===== src/rtl/mac_pkg.sv =====
// Shared types and constants for the EX-stage multiply-accumulate sequencer.
package mac_pkg;

  localparam int unsigned MAC_WIDTH = 32;
  localparam int unsigned MAC_CNT_W = $clog2(MAC_WIDTH) + 1;

  typedef enum logic [1:0] {
    MAC_IDLE = 2'd0,
    MAC_MUL  = 2'd1,
    MAC_ACC  = 2'd2,
    MAC_DONE = 2'd3
  } mac_state_e;

  // Width of an iteration counter able to hold the value `width`.
  function automatic int unsigned mac_cnt_w(input int unsigned width);
    return $clog2(width) + 1;
  endfunction

endpackage


===== src/rtl/mac_seq_ctrl_if.sv =====
// Request/response bundle between EX decode and the MAC sequencer.
interface mac_seq_ctrl_if
  import mac_pkg::*;
#(
  parameter int unsigned WIDTH = MAC_WIDTH
);

  logic             mac_start;
  logic             mac_flush;
  logic [WIDTH-1:0] mac_op_a;
  logic [WIDTH-1:0] mac_op_b;
  logic [WIDTH-1:0] mac_op_c;
  logic             mac_busy;
  logic             mac_stall;
  logic             mac_done;
  logic [WIDTH-1:0] mac_result;
  logic             mac_ovf;

  modport master (
    output mac_start, mac_flush, mac_op_a, mac_op_b, mac_op_c,
    input  mac_busy, mac_stall, mac_done, mac_result, mac_ovf
  );

  modport slave (
    input  mac_start, mac_flush, mac_op_a, mac_op_b, mac_op_c,
    output mac_busy, mac_stall, mac_done, mac_result, mac_ovf
  );

endinterface


===== src/rtl/mac_shift_add_dp.sv =====
// Shift-and-add datapath: operand registers, 2*WIDTH product, final accumulate
// and the held result/overflow registers.
module mac_shift_add_dp
  import mac_pkg::*;
#(
  parameter int unsigned WIDTH = MAC_WIDTH
) (
  input  logic             clk,
  input  logic             reset,
  input  logic             load,
  input  logic             step,
  input  logic             acc,
  input  logic [WIDTH-1:0] op_a,
  input  logic [WIDTH-1:0] op_b,
  input  logic [WIDTH-1:0] op_c,
  output logic             last_step_c,
  output logic [WIDTH-1:0] result,
  output logic             ovf
);

  localparam int unsigned PW = 2 * WIDTH;
  localparam int unsigned SW = PW + 1;

  logic [PW-1:0]    a_reg;
  logic [PW-1:0]    prod;
  logic [WIDTH-1:0] b_reg;
  logic [WIDTH-1:0] c_reg;
  logic [SW-1:0]    sum_c;

  // The current step is the last one when the shifted multiplier will be zero.
  assign last_step_c = (b_reg[WIDTH-1:1] == '0);
  assign sum_c       = SW'(prod) + SW'(c_reg);

  always_ff @(posedge clk) begin
    if (reset) begin
      a_reg  <= '0;
      b_reg  <= '0;
      c_reg  <= '0;
      prod   <= '0;
      result <= '0;
      ovf    <= 1'b0;
    end else begin
      if (load) begin
        a_reg <= PW'(op_a);
        b_reg <= op_b;
        c_reg <= op_c;
        prod  <= '0;
      end else if (step) begin
        if (b_reg[0]) begin
          prod <= prod + a_reg;
        end
        a_reg <= a_reg << 1;
        b_reg <= b_reg >> 1;
      end
      if (acc) begin
        result <= sum_c[WIDTH-1:0];
        ovf    <= |sum_c[PW:WIDTH];
      end
    end
  end

endmodule


===== src/rtl/mac_seq_ctrl.sv =====
// Multi-cycle A*B+C sequencer for EX: FSM, start/done handshake and pipeline
// stall, driving a shift-and-add datapath with early termination.
module mac_seq_ctrl
  import mac_pkg::*;
#(
  parameter int unsigned WIDTH = MAC_WIDTH
) (
  input  logic           clk,
  input  logic           reset,
  mac_seq_ctrl_if.slave  bus
);

  localparam logic [1:0]  S_IDLE = 2'(MAC_IDLE);
  localparam logic [1:0]  S_MUL  = 2'(MAC_MUL);
  localparam logic [1:0]  S_ACC  = 2'(MAC_ACC);
  localparam logic [1:0]  S_DONE = 2'(MAC_DONE);
  localparam int unsigned CNT_W  = mac_cnt_w(WIDTH);

  logic [1:0]       state;
  logic [1:0]       state_next;
  logic             accept_c;
  logic             ops_zero_c;
  logic             last_step_c;
  logic             load_c;
  logic             step_c;
  logic             acc_c;
  logic             busy_q;
  logic             done_q;
  logic [CNT_W-1:0] iter_cnt;
  logic [WIDTH-1:0] result_q;
  logic             ovf_q;

  // Next-state and datapath enables; flush overrides every state.
  always_comb begin
    state_next = state;
    load_c     = 1'b0;
    step_c     = 1'b0;
    acc_c      = 1'b0;
    accept_c   = ((state == S_IDLE) || (state == S_DONE)) && !bus.mac_flush;
    ops_zero_c = (bus.mac_op_a == '0) || (bus.mac_op_b == '0);
    if (bus.mac_flush) begin
      state_next = S_IDLE;
    end else begin
      case (state)
        S_IDLE, S_DONE: begin
          if (bus.mac_start) begin
            load_c     = 1'b1;
            state_next = ops_zero_c ? S_ACC : S_MUL;
          end else begin
            state_next = S_IDLE;
          end
        end
        S_MUL: begin
          step_c = 1'b1;
          if (last_step_c) begin
            state_next = S_ACC;
          end
        end
        S_ACC: begin
          acc_c      = 1'b1;
          state_next = S_DONE;
        end
        default: state_next = S_IDLE;
      endcase
    end
  end

  always_ff @(posedge clk) begin
    if (reset) begin
      state    <= S_IDLE;
      busy_q   <= 1'b0;
      done_q   <= 1'b0;
      iter_cnt <= '0;
    end else begin
      state    <= state_next;
      busy_q   <= (state_next == S_MUL) || (state_next == S_ACC);
      done_q   <= (state_next == S_DONE);
      if (load_c) begin
        iter_cnt <= '0;
      end else if (step_c) begin
        iter_cnt <= iter_cnt + CNT_W'(1);
      end
    end
  end

  // Early termination must never let the multiply run past WIDTH steps.
  assert property (@(posedge clk) disable iff (reset)
                   step_c |-> (iter_cnt < CNT_W'(WIDTH)));

  mac_shift_add_dp #(
    .WIDTH (WIDTH)
  ) u_dp (
    .clk         (clk),
    .reset       (reset),
    .load        (load_c),
    .step        (step_c),
    .acc         (acc_c),
    .op_a        (bus.mac_op_a),
    .op_b        (bus.mac_op_b),
    .op_c        (bus.mac_op_c),
    .last_step_c (last_step_c),
    .result      (result_q),
    .ovf         (ovf_q)
  );

  assign bus.mac_busy   = busy_q;
  assign bus.mac_done   = done_q;
  assign bus.mac_result = result_q;
  assign bus.mac_ovf    = ovf_q;
  assign bus.mac_stall  = (bus.mac_start && accept_c) || busy_q;

endmodule


===== src/flat_wrapper.sv =====
// flat-port wrapper written by rule: the top's interface ports become plain ports
module mac_seq_ctrl_flat import mac_pkg::*;
#(
  parameter int unsigned WIDTH = MAC_WIDTH
)
  (clk, reset, bus_mac_start, bus_mac_flush, bus_mac_op_a, bus_mac_op_b, bus_mac_op_c, bus_mac_busy, bus_mac_stall, bus_mac_done, bus_mac_result, bus_mac_ovf);
  mac_seq_ctrl_if #(.WIDTH(WIDTH)) bus_i ();
  input  logic clk;
  input  logic reset;
  input wire logic [$bits(bus_i.mac_start)-1:0] bus_mac_start;
  input wire logic [$bits(bus_i.mac_flush)-1:0] bus_mac_flush;
  input wire logic [$bits(bus_i.mac_op_a)-1:0] bus_mac_op_a;
  input wire logic [$bits(bus_i.mac_op_b)-1:0] bus_mac_op_b;
  input wire logic [$bits(bus_i.mac_op_c)-1:0] bus_mac_op_c;
  output wire logic [$bits(bus_i.mac_busy)-1:0] bus_mac_busy;
  output wire logic [$bits(bus_i.mac_stall)-1:0] bus_mac_stall;
  output wire logic [$bits(bus_i.mac_done)-1:0] bus_mac_done;
  output wire logic [$bits(bus_i.mac_result)-1:0] bus_mac_result;
  output wire logic [$bits(bus_i.mac_ovf)-1:0] bus_mac_ovf;
  assign bus_i.mac_start = bus_mac_start;
  assign bus_i.mac_flush = bus_mac_flush;
  assign bus_i.mac_op_a = bus_mac_op_a;
  assign bus_i.mac_op_b = bus_mac_op_b;
  assign bus_i.mac_op_c = bus_mac_op_c;
  assign bus_mac_busy = bus_i.mac_busy;
  assign bus_mac_stall = bus_i.mac_stall;
  assign bus_mac_done = bus_i.mac_done;
  assign bus_mac_result = bus_i.mac_result;
  assign bus_mac_ovf = bus_i.mac_ovf;
  mac_seq_ctrl #(.WIDTH(WIDTH)) u_core (.clk(clk), .reset(reset), .bus(bus_i));
endmodule

===== config.mk =====
export PLATFORM = sky130hd
export DESIGN_NAME = mac_seq_ctrl_flat
export DESIGN_NICKNAME = d
export VERILOG_FILES = /design/src/rtl/mac_pkg.sv /design/src/rtl/mac_seq_ctrl_if.sv /design/src/rtl/mac_shift_add_dp.sv /design/src/rtl/mac_seq_ctrl.sv /design/src/flat_wrapper.sv
export SDC_FILE = /design/constraint.sdc
export NUM_CORES = 1
export LEC_CHECK = 0
export CAP_MARGIN = 20
export CORE_ASPECT_RATIO = 0.8
export CORE_MARGIN = 5
export CORE_UTILIZATION = 30
export CTS_CLUSTER_SIZE = 14
export DETAILED_ROUTE_END_ITERATION = 10
export DONT_BUFFER_PORTS = 1
export GPL_TIMING_DRIVEN = 0
export PLACE_DENSITY = 0.57
export SYNTH_ARGS = -nofsm -noshare
export SYNTH_HDL_FRONTEND = slang
export SYNTH_SLANG_ARGS = --single-unit

===== constraint.sdc =====
create_clock -name clk -period 3.2 [get_ports clk]
set_clock_uncertainty 0.2 [all_clocks]
set_input_delay 0.48 -clock clk [delete_from_list [all_inputs] [get_ports clk]]
set_output_delay 0.48 -clock clk [all_outputs]
set_load 0.005 [all_outputs]

==> results.toml <==
[run_status]
status = "finished with violations"
violations = "setup timing"

[critical_path]
crit_path_max_fanout = 3
crit_type = "flop to flop"
required_ns = 3.51
critPathArrivalTime_ns = 3.89
critPathCaptureType = "flop"
critPathLaunchType = "flop"

[grt]
grt_use_total_pct = 19.8
met3_usage_pct = 4.67
grt_pass1_vias = 15100
grt-busiest-layer = "met2"
grt_pass1_wl_mm = 87.4
grt_max_degree = 14
grt_use_met2_pct = 29.4
grt_overflow_total = 0
antenna_found_initial = 1
grtUsageMet1_pct = 29.0

[logic_synthesis]
synth_edf_count = 0
syn_area_per_cell_um2 = 7.47
synth_area_mm2 = 0.0151
ys_ff_latch = 229
yosys.area.top_type = "dfxtp_1"
yosys_warnings = 0
synthArstFlopShare_pct = 0
postSynthCellCount = 2023
synthDistinctLibCells = 89
synthFlopType = "dfxtp_1"
synth_seq_area_share_pct = 30.4
netlist.area_leader.share_pct = 30.4
synth_area_leaders = "dfxtp_1 30%, nand2_1 11%, a21oi_1 9.6%"
synth_nets = 2223

[clock_tree]
cts_root_buf = "clkbuf_16"
clk_latency_ns = 0.58
h-tree-depth = 1
cts_tree = "built"
numCtsBuffers = 27
clockBufferDepth = 3
path_clk_slew_ns = 0.06
numClockSinks = 229

[drt]
postRouteAntennaNets = 0
wirelength_mm = 57.4
first_iter_violations = 1435
wl_per_cell_um = 19.9
drc_errors = 0
vias = 16000
detail_route.first_pass.iterations = 6
viasPerCell = 5.53

[floorplanning]
core-area_mm2 = 0.0498
die_x_um = 261
std_cell_rows = 73
ios = 136
dieArea_mm2 = 0.0550
die_h_um = 211
initial_core_util_pct = 30.3

[timing]
fin_ws_ns = -0.381
final.min_clock_period_ns = 3.58
relSlewSlack_pct = 49.8
finalSetupViolCount = 30
fin_crit_sh_pct = 112
fmax_ghz = 0.279
maxSlewViolCount = 0
worst_pin_slew_ns = 0.753
finalHoldViolCount = 0
rsz0062_at_grt = "true"

[finish]
syn_to_final_growth_pct = 28.4
final_common_cell = "nand2_1"
drive_gt1_share_pct = 14.6
nets = 2391
postLayoutCellArea_mm2 = 0.0194
n_antenna_cell = 0
instances_no_fill = 2886
most-common-layout-cells = "445 x nand2_1, 244 x a21oi_1, 199 x dfxtp_1"
final_core_util_pct = 38.9

[power]
clockPowerShare_pct = 47.5
p_int_mw = 5.10
power_mw = 6.86
combPwrFrac_pct = 8.9
swShare_pct = 25.6
seqPwrFrac_pct = 43.7
powerDensity_mw_per_mm2 = 354
irDropWorstVdd_mv = 0.351
p_sw_mw = 1.75
p_leak_nw = 7.25

[job]
drv_cap = 0

[place]
dp_hpwl_mm = 43.6
gp_congestion = 0.942
post_dp_cell_area_mm2 = 0.0160
preCtsSetupSlack_ns = -0.937
port_buffers = 0
dp_cells = 2698

[worst_hold_path]
hold_class = "input port to flop"
[per-layer routing]
metal  up-vias  routed length, um  part of all wire [%]
met5         -                  0                     0
met4         0               1570                   2.7
met3        90               5330                   9.3
met2       586              23800                    42
met1      7637              26600                    46
li1       7643                  -                     -
[kinds of logic (layout without fill, tap and decap cells)]
group | after synthesis | in the layout | share of synthesized area, %
AOI/OAI and AO/OA | 627 | 627 | 26.9
adders and majority gates | 100 | 100 | 8.38
muxes | 9 | 9 | 0.621
xor gates and xnor gates | 84 | 84 | 4.87
and+or+nand+nor | 819 | 819 | 24.5
DFF | 229 | 229 | 30.4
buffers and inverters | 155 | 343 | 4.41
[Yosys cell counts, types with 6 or more instances]
library cell  count
nor3_1           20
a31oi_1          18
or3_1            10
a21oi_1         289
nor3b_1           6
buf_1            10
nor2b_1          30
nand4_1          42
mux2i_1           6
and2_1            8
or4_1             6
clkbuf_8          6
nand2b_1         14
nand2_1         446
o21bai_1         14
xnor2_1          50
o211ai_1         12
a211oi_1         12
nor4_1           29
o21ai_0          58
dfxtp_1         229
nor2_1          119
xor2_1           34
or2_2             6
o21ai_2           6
a21o_1           61
clkbuf_1        101
o21ai_1           8
a311oi_1         33
a32oi_1          31
o21a_1           15
nand3_1          43
and3_1           21
ha_1             98
inv_1            30
[power by group through the flow]
stage | logic [mW] | registers, mW | clock network, mW
after global placement | 0.452 | 3.05 | 0
after CTS | 0.584 | 2.99 | 3.30
after floorplan | 0.333 | 3.03 | 0
final | 0.609 | 2.99 | 3.25
after detailed placement | 0.460 | 3.05 | 0
after global routing | 0.661 | 3.00 | 3.41
[worst paths after layout]
| check | start | endpoint | slack, ns | cells past startpoint |
|---|---|---|---|---|
| min reg2reg | u_core.u_dp.c_reg[6]$_SDFFE_PP0P_ | u_core.u_dp.c_reg[6]$_SDFFE_PP0P_ | 0.26 | 2 |
| max reg2reg | u_core.u_dp.prod[6]$_SDFFE_PP0P_ | u_core.u_dp.prod[63]$_SDFFE_PP0P_ | -0.38 | 14 |
| max | u_core.u_dp.prod[6]$_SDFFE_PP0P_ | u_core.u_dp.prod[63]$_SDFFE_PP0P_ | -0.38 | 14 |
| min | bus_mac_start | u_core.state[1]$_SDFF_PP0_ | 0.08 | 3 |
[worst max-delay path, cell delays in order (launching register included)]
cell       delay, ns
dfxtp_4         0.39
ha_4            0.29
and3_4          0.17
o211ai_1        0.12
a21boi_2        0.22
o311ai_4        0.11
buf_6           0.16
a2111oi_4       0.43
o21ai_4         0.14
a31oi_4         0.23
a41oi_2         0.18
o21ai_2         0.27
a21oi_2         0.08
a311oi_2        0.30
mux2i_1         0.21
[final cells by class]
cell class | instances | area [um2]
Clock inverter | 10 | 141
Inverter | 30 | 113
Sequential cell | 229 | 4650
Tap cell | 675 | 845
Timing Repair Buffer | 145 | 1410
Buffer | 119 | 557
Fill cell | 5058 | 30400
Multi-Input combinational cell | 1639 | 10900
Clock buffer | 39 | 781
[metrics by stage]
| stage | TNS [ns] | hold WS (ns) |
|---|---|---|
| 2_1_floorplan | 0 | 0.240 |
| 3_3_place_gp | -19.19 | 0.248 |
| 3_5_place_dp | -20.79 | 0.253 |
| 4_1_cts | -3.14 | 0.0532 |
| 5_1_grt | -10.21 | 0.0821 |
| 6_report | -6.06 | 0.0780 |
[what timing repair did]
action	4_1_cts	5_1_grt
endpoints found under the hold margin	98	0
hold buffers	97	0
endpoints found under the setup margin	61	51
buffers inserted	34	16
gates resized for setup	154	96
pin swaps	51	73
No activity file was read; power rests on OpenSTA's default activity.
